File: src/rtl/alu_sequencer.sv
// Sequences one ARM data-processing op at a time through a shared external ALU:
// it latches the request, evaluates the condition, updates NZCV and hands the result to writeback.
// Optional macro ALU_SEQ_COND_EN enables ARM conditional execution; when it is undefined, every op runs as AL.
module alu_sequencer #(
  parameter int DATA_W = 32
) (
  input  logic              clk,
  input  logic              rst_n,
  // request
  input  logic              req_valid,
  output logic              req_ready,
  input  logic [3:0]        req_op,
  input  logic [3:0]        req_cond,
  input  logic              req_s,
  input  logic [3:0]        req_rd,
  input  logic [DATA_W-1:0] req_a,
  input  logic [DATA_W-1:0] req_b,
  // shared ALU
  output logic [DATA_W-1:0] alu_operand_a,
  output logic [DATA_W-1:0] alu_operand_b,
  output logic [3:0]        alu_control,
  output logic              alu_carry_in,
  input  logic [DATA_W-1:0] alu_result,
  input  logic              alu_zero,
  input  logic              alu_carry,
  input  logic              alu_overflow,
  input  logic              alu_negative,
  // writeback
  output logic              wb_valid,
  input  logic              wb_ready,
  output logic [3:0]        wb_rd,
  output logic [DATA_W-1:0] wb_data,
  // flags
  input  logic              flag_wr_en,
  input  logic [3:0]        flag_wr_data,
  output logic [3:0]        cpsr_nzcv
);

  typedef enum logic [1:0] {
    IDLE = 2'd0,
    EXEC = 2'd1,
    WB   = 2'd2
  } state_t;

  state_t            state, state_nxt;
  logic [3:0]        op_q;
  logic              s_q;
  logic [3:0]        rd_q;
  logic [DATA_W-1:0] a_q;
  logic [DATA_W-1:0] b_q;
  logic              accept;
  logic              cond_ok;
  logic              is_compare;
  logic              exec_pass;

  assign accept     = req_valid && req_ready;
  assign is_compare = (op_q[3:2] == 2'b10);  // TST/TEQ/CMP/CMN: flags only
  assign exec_pass  = (state == EXEC) && cond_ok;

  assign alu_operand_a = a_q;
  assign alu_operand_b = b_q;
  assign alu_control   = op_q;
  assign alu_carry_in  = cpsr_nzcv[1];

`ifdef ALU_SEQ_COND_EN
  logic [3:0] cond_q;
  logic       flag_n, flag_z, flag_c, flag_v;

  assign {flag_n, flag_z, flag_c, flag_v} = cpsr_nzcv;

  always_ff @(posedge clk or negedge rst_n) begin
    if (!rst_n)      cond_q <= '0;
    else if (accept) cond_q <= req_cond;
  end

  // Flags seen here are the ones before this op's own update.
  always_comb begin
    cond_ok = 1'b0;
    unique case (cond_q)
      4'h0: cond_ok = flag_z;
      4'h1: cond_ok = !flag_z;
      4'h2: cond_ok = flag_c;
      4'h3: cond_ok = !flag_c;
      4'h4: cond_ok = flag_n;
      4'h5: cond_ok = !flag_n;
      4'h6: cond_ok = flag_v;
      4'h7: cond_ok = !flag_v;
      4'h8: cond_ok = flag_c && !flag_z;
      4'h9: cond_ok = !flag_c || flag_z;
      4'hA: cond_ok = (flag_n == flag_v);
      4'hB: cond_ok = (flag_n != flag_v);
      4'hC: cond_ok = !flag_z && (flag_n == flag_v);
      4'hD: cond_ok = flag_z || (flag_n != flag_v);
      4'hE: cond_ok = 1'b1;
      4'hF: cond_ok = 1'b0;
      default: cond_ok = 1'b0;
    endcase
  end
`else
  logic unused_cond;

  assign unused_cond = ^req_cond;
  assign cond_ok     = 1'b1;
`endif

  // State register
  always_ff @(posedge clk or negedge rst_n) begin
    if (!rst_n) state <= IDLE;
    // NOTE: sequential state uses non-blocking (<=) so every flop samples pre-edge values.
    else        state <= state_nxt;
  end

  // Next-state logic
  always_comb begin
    // NOTE: default assignment first keeps this block combinational (no latch inferred).
    state_nxt = state;
    unique case (state)
      IDLE: if (accept) state_nxt = EXEC;
      EXEC: state_nxt = (cond_ok && !is_compare) ? WB : IDLE;
      WB:   if (wb_ready) state_nxt = IDLE;
      default: state_nxt = IDLE;
    endcase
  end

  // Output logic
  always_comb begin
    req_ready = (state == IDLE);
  end

  // Request latch; holds across EXEC/WB so the ALU inputs stay steady.
  always_ff @(posedge clk or negedge rst_n) begin
    // NOTE: every register here is reset, so no stale operand survives a reset.
    if (!rst_n) begin
      op_q <= '0;
      s_q  <= 1'b0;
      rd_q <= '0;
      a_q  <= '0;
      b_q  <= '0;
    end else if (accept) begin
      op_q <= req_op;
      s_q  <= req_s;
      rd_q <= req_rd;
      a_q  <= req_a;
      b_q  <= req_b;
    end
  end

  // Flags: an external MSR write overrides a same-cycle EXEC update.
  always_ff @(posedge clk or negedge rst_n) begin
    if (!rst_n)
      cpsr_nzcv <= 4'b0000;
    else if (flag_wr_en)
      cpsr_nzcv <= flag_wr_data;
    else if (exec_pass && (s_q || is_compare))
      cpsr_nzcv <= {alu_negative, alu_zero, alu_carry, alu_overflow};
  end

  // Writeback registers
  always_ff @(posedge clk or negedge rst_n) begin
    if (!rst_n) begin
      wb_valid <= 1'b0;
      wb_data  <= '0;
      wb_rd    <= '0;
    end else if (exec_pass && !is_compare) begin
      wb_valid <= 1'b1;
      wb_data  <= alu_result;
      wb_rd    <= rd_q;
    end else if (state == WB && wb_ready) begin
      wb_valid <= 1'b0;
    end
  end

endmodule

File: config.mk
export PLATFORM = sky130hd
export DESIGN_NAME = alu_sequencer
export DESIGN_NICKNAME = d
export VERILOG_FILES = /design/src/rtl/alu_sequencer.sv
export SDC_FILE = /design/constraint.sdc
export NUM_CORES = 1
export LEC_CHECK = 0
export ABC_CLOCK_PERIOD_IN_PS = 3200
export CORE_MARGIN = 3
export CORE_UTILIZATION = 44
export DETAILED_ROUTE_END_ITERATION = 6
export GPL_TIMING_DRIVEN = 1
export HOLD_SLACK_MARGIN = 0.12
export PLACE_DENSITY = 0.95
export SYNTH_ARGS = -nofsm -noshare
export SYNTH_HDL_FRONTEND = slang
export SYNTH_SLANG_ARGS = --single-unit
File: constraint.sdc
create_clock -name clk -period 3.2 [get_ports clk]
set_input_delay 0.96 -clock clk [delete_from_list [all_inputs] [get_ports clk]]
set_output_delay 0.96 -clock clk [all_outputs]
set_load 0.02 [all_outputs]
# Word level (Yosys, flattened, before mapping)
# Cells that the tools add are included.
# word_totals
wordCells	33
output_inout_bits	111
in_bits	122
ff_bits	116
# op_classes
n_reduce_logical	10
n_mux	8
eq_ne	5
# op_table
operator	count
2-to-1 mux 4 bit	2
2-to-1 mux 2 bit	3
one-hot mux 2 bit (3 select lines)	1
equality test 2 bit (second input constant)	2
logical AND 1 bit	4
nonzero test 2 bit	2
equality test 2 x 1 -> 1 bit (second input constant)	1
zero test 2 bit	1
2-to-1 mux 1 bit	2
inequality test 2 x 1 -> 1 bit (second input constant)	1
inequality test 2 bit (second input constant)	1
AND reduction 2 bit	1
zero test 1 bit	1
logical OR 1 bit	1

# Longest topological paths before layout
# logic_depth
depth_word	5
ltp_mapped	5
mapped_depth_nobuf	3

# Worst setup path after synthesis
# OpenSTA, ideal clock, no wires.
# synth_path
kind	input -> register
start	input port req_valid
end	register op_q[0] (netlist: alu_control[0])
setup_ns	0.125
t_arrival_ns	1.665
t_required_ns	3.075
n_path_buf	2
cell_stages	4
path_slack_ns	1.410
path_cell_list	and2_4 -> buf_12 -> buf_12 -> mux2_4
# synth_via
elab_chain_cells	1
# synth_lines
item	line	rtl
from (decl)	10	input logic req_valid,
logical AND 1 bit	56	assign accept = req_valid && req_ready;
to (signal assigned)	140	op_q <= req_op;
to (decl)	46	logic [3:0] op_q;
# Every way passes these cells.
# A chain may end at the register's enable or synchronous reset.

# Final worst setup path
# layout_path
start	register state[1]
end	output port req_ready
# layout_via
elab_chain_cells	1
# layout_lines
item	line	rtl
from (decl)	45	state_t state, state_nxt;
from (signal assigned)	110	else state <= state_nxt;
zero test 2 bit	127	req_ready = (state == IDLE);
to (decl)	11	output logic req_ready,
# Every way passes these cells.

==> impl_metrics.csv <==
group,metric,value,unit
detailed_routing,met3_length,682,µm
floorplan,fp-row-count,37,
worst_hold_path,hp-class,"flop to flop",
worst_hold_path,min_path_cells,1,
grt,antenna_found_initial,0,
synthesis,synth-compound-area-share,0.469,%
detailed_routing,drt_iter0_markers,105,
grt,gr-total-overflow,0,
worst_hold_path,worstHoldStart,"wb_valid",
synthesis,synthMuxAreaShare,33.4,%
clock_network,cts-buffers-inserted,17,
place,dpl.cell_count,614,
setup_path,cp_top_family,"buffers and inverters",
flow_run,drv_cap,0,
floorplan,dieArea,12200,µm²
sta,rsz0062_at_grt,"false",
synthesis,synthSimpleGateAreaFrac,1.33,%
floorplan,die_x,111,µm
setup_path,worstPathArrival,1.71,ns
detailed_routing,viasPerCell,4.77,
setup_path,rr_worst_depth,4,
detailed_routing,wire_per_inst,19.1,µm
setup_path,crit_fanout,4,
setup_path,r2r_start,"state[1]",
setup_path,setup.worst_path.class,"flop to output port",
detailed_routing,drc,0,
synthesis,synth_warnings,0,
clock_network,cts_resized,0,
synthesis,synth.cell_area,4810,µm²
sta,period_needed,2.67,ns
clock_network,cts_tree,"built",
clock_network,h-tree-depth,4,
detailed_routing,route.met2.wl,6330,µm
synthesis,yosysUniqueCellTypes,17,
setup_path,reg2reg_slack,1.45,ns
clock_network,clock_sinks,116,
synthesis,synth-seq-cells,116,
sta,whs,0.494,ns
cells_and_area,diodes,0,
cells_and_area,layout-drive-gt1-share,31.3,%
detailed_routing,vias,3070,
grt,grt_max_degree,61,
clock_network,holdBufCountCts,0,
setup_path,cp_cell_sequence,"nor2_2 > clkdlybuf4s50_1",
place,place_congestion,0.798,
power_and_ir_drop,ir_worst_vdd,0.573,mV
worst_hold_path,hold_end,"wb_valid",
cells_and_area,area_growth_syn_to_layout,60.7,%
clock_network,cts-root-buf,"clkbuf_8",
synthesis,syn-num-nets,379,
cells_and_area,final_cells,644,
grt,grt_util_all_layers,21.1,%
sta,period_share,83.3,%
sta,tightest_slew,0.773,ns
grt,grt_pass1_wl,20200,µm
grt,first_global_vias,3586,
setup_path,cp.required,2.24,ns
synthesis,synth_top_family_by_area,"multiplexers",
sta,setup_viol,0,
synthesis,avgSynthCellArea,18.7,µm²
sta,hold_viol,0,
setup_path,cp-end-kind,"output port",
detailed_routing,top_layer,"met4",
synthesis,syn_inst,257,
sta,slew_violations,0,
sta,fin_skew,0.00671,ns
sta,relSlewSlack,48.5,%
setup_path,reg2reg_to,"alu_operand_a[21]",
clock_network,clockBufferDepth,2,
detailed_routing,wirelength,12300,µm
synthesis,ys_seq_area_share,60.4,%
setup_path,slowest_stage,"clkdlybuf4s50_1",
floorplan,start_util,45.9,%
clock_network,post_cts_buffers,0,
sta,max_freq,375,MHz
status,status,"finished, final reports clean",
floorplan,die_h,111,µm
sta,setup_tns,0,ns
clock_network,insertion_delay,0.50,ns
floorplan,core,10500,µm²
power_and_ir_drop,power_leakage,0.00334,µW
floorplan,pin_count,233,
detailed_routing,firstDrtPassIters,4,
place,dp_hpwl,9120,µm
detailed_routing,wl_met1,4960,µm
place,io_buffers,228,
cells_and_area,nFillCells,697,
clock_network,path_clk_slew,0.05,ns
setup_path,critPathBufInv,1,
detailed_routing,ant_nets,0,
cells_and_area,nets,619,
setup_path,cp-start-kind,"flop",
power_and_ir_drop,cellPowerDensity,1130,nW/µm²
synthesis,synth_fa_ha_area_share,0,%
setup_path,cpPeakStageDelay,0.63,ns
synthesis,synth_xor_xnor_area_share,0,%
synth_stat cells:
cell type	count	area, µm²
buf_6	1	11.3
buf_2	1	5.00
a2bb2oi_2	1	15.0
a21o_1	1	7.51
mux2_2	40	450
nor2_2	1	6.26
or2_1	1	6.26
and2_4	2	17.5
nand3b_1	1	7.51
buf_4	2	15.0
mux2_4	77	1160
nand2b_1	1	6.26
buf_12	9	180
nor2b_2	1	8.76
nor3b_1	1	7.51
nor2_1	1	3.75
dfrtp_1	116	2900
worst max-delay path by stage:
stage | slack, ns | cells past startpoint | to | from
floorplan | 1.41 | 4 | alu_control[0] | req_valid
finish | 0.53 | 2 | req_ready | state[1]
CTS | 0.47 | 2 | req_ready | state[1]
global route | 0.46 | 2 | req_ready | state[1]
detailed placement | 0.59 | 4 | alu_operand_a[21] | req_valid
global placement | 0.63 | 4 | alu_operand_a[21] | req_valid
cell families after synthesis:
family / count (synthesis)
compound gates: 2
buf+inv: 13
flops: 116
mux: 117
simple gates: 9
state kept, by name (all words and copies together) (netlist names):
name,flops
wb_valid,1
alu_operand_b,32
s_q,1
alu_control,4
alu_operand_a,32
rd_q,4
state,2
wb_data,32
cpsr_nzcv,4
wb_rd,4
cells in the final DEF, fill, tap and decap left out, drive strengths merged:
master | synthesis | layout
a21o | 1 | 1
a2bb2oi | 1 | 1
and2 | 2 | 2
buf | 13 | 7
bufinv | 0 | 3
clkbuf | 0 | 21
clkdlybuf4s50 | 0 | 227
clkinv | 0 | 3
clkinvlp | 0 | 3
dfrtp | 116 | 116
mux2 | 117 | 117
nand2b | 1 | 1
nand3b | 1 | 1
nor2 | 2 | 2
nor2b | 1 | 1
nor3b | 1 | 1
or2 | 1 | 1
metal layers:
layer / GRT usage, % / vias to the layer above
met3: 5.75 / 23
met1: 25.3 / 1527
li1: - / 1380
met4: 9.44 / 0
met5: 0 / -
met2: 35.6 / 140
through the flow:
stage	total power, µW	util (%)	worst slack, ns	area, µm²
after floorplan	5080	-	1.41	4810
after global placement	6760	68.1	0.628	7130
after detailed placement	6920	68.1	0.590	7130
after CTS	8870	73.8	0.472	7720
after global routing	9180	73.8	0.461	7720
final	8760	73.8	0.533	7720
report_power, final:
| part | internal (µW) | switching [µW] |
|---|---|---|
| sequential | 2220 | 437 |
| combinational | 2410 | 1800 |
| clock | 1250 | 631 |
layout make-up:
cell class | count | area [µm²] | area share (%)
clock inverters | 9 | 128 | 1.65
flip-flops and latches | 116 | 2900 | 37.6
clock buffers | 21 | 469 | 6.07
well taps | 136 | 170 | 2.20
repair buffers | 234 | 2360 | 30.6
multi-input cells | 128 | 1690 | 21.9
Power figures use the tool's default switching activity.
==> variant, RTL diff (config.mk and constraints unchanged) <==
Re-encode `state_t` (3 states) as one-hot, 3 bits wide.
--- a/src/rtl/alu_sequencer.sv
+++ b/src/rtl/alu_sequencer.sv
@@ -36,10 +36,10 @@
   output logic [3:0]        cpsr_nzcv
 );
 
-  typedef enum logic [1:0] {
-    IDLE = 2'd0,
-    EXEC = 2'd1,
-    WB   = 2'd2
+  typedef enum logic [2:0] {
+    IDLE = 3'b001,
+    EXEC = 3'b010,
+    WB   = 3'b100
   } state_t;
 
   state_t            state, state_nxt;
Check against the original RTL: no difference found for any inputs over 10 cycles, from zero or initial values and one cycle with rst_n low; not proved beyond that.
==> variant against the unedited design <==
  * Largest cell class unchanged
  * Count of clock-buffer cells in the layout rose by 2
  * Setup slack got worse by 260 ps
  * Cell count rose by 1.4%
  * Area after synthesis fell by 6.5%
  * Final area fell by 3.4%
  * Power fell by 7.3%
  * Die area fell by 6.2%
  * Sequential cell count rose by 1
  * Wire length fell by 4.4%
==> variant: results (changes against the unedited design) <==
The number of vias per cell was 4.864 (+2.0%); the ratio of cells with drive above 1 in the final layout was 28.27% (-3.0 points). The run gives 591 (-15%) as the total of fill cells in the finished design. Transition time at the pin with the least slew margin: 405.9 ps (-367.2 ps). The logs give 8.657 mm (-5.1%) for the detailed-placement wirelength estimate and 504.9 ps (-84.92 ps) for the worst slack after detailed placement.

The logs give 0.7408 (-7.2%) for the global placement routability congestion and 18.56 mm (-8.0%) for the global-route wire length before repair. The flow ran to the end, and the final reports show no timing, DRC or antenna violations. The tightest min-delay check is of the in2async type.

The number of cells after detailed placement was 625 (+1.8%). The peak supply drop was 0.6614 mV (+15%); the total number of multi-input combinational cells was 138 (+7.8%). The routing usage on met2 was 38.78% (+3.2 points); the switching power as a share of total power was 33.36% (+0.61 points). The worst-path maximum fanout is 7 (+3). The internal cell power is 5.411 mW (-8.1%), and the average footprint of a synthesized cell is 16.58 µm² (-11%). The total clock sinks was 117 (+0.86%); the met3 capacity usage during global routing was 8.368% (+2.6 points). The met2 layer wire length in the routed design came out at 6.466 mm (+2.2%). The commonest cells after synthesis are 116 x dfrtp_1, 102 x mux2_2, 9 x nand2_1.

The run gives 0.002929 mm² (+0.91%) as the area taken by flip-flops and latches. The non-clock inverter count in the final layout is 3 (+3). The largest net degree at the start of global routing is 48 (-21%), and the starting DRC count in detailed routing is 119 (+13%). The all-layer global routing usage is 21.20% (+0.090 points).
==> variant: cell count changes in the layout (fill, tap and decap cells not counted), sizes merged, moves of 3 or more <==
cell / change
mux2: -8
inv: +3
clkinvlp: -3
nand2: +9
o2111ai: +4
o211ai: +4
==> variant: path summary, 6_finish.rpt <==
kind	start	endpoint	slack, ps	cells after the start
setup / recovery	state[0]	req_ready	270	2
hold / removal	rst_n	wb_data[17]	340	1
setup reg to reg	alu_control[2]	wb_data[10]	1070	4
hold reg to reg	wb_valid	wb_valid	500	2
max in group asynchronous	rst_n	alu_operand_b[27]	2220	2
min in group clk	wb_valid	wb_valid	500	2
==> variant: kinds of logic (layout without fill, tap and decap cells) <==
kind of cell	after synthesis	after routing	share of synthesized area, %
buffers and inverters	16	265	2.423
flip-flops	117	117	65.19
AO/OA/AOI/OAI	13	13	2.228
multiplexers	109	109	27.90
AND/OR/NAND/NOR	16	16	2.256
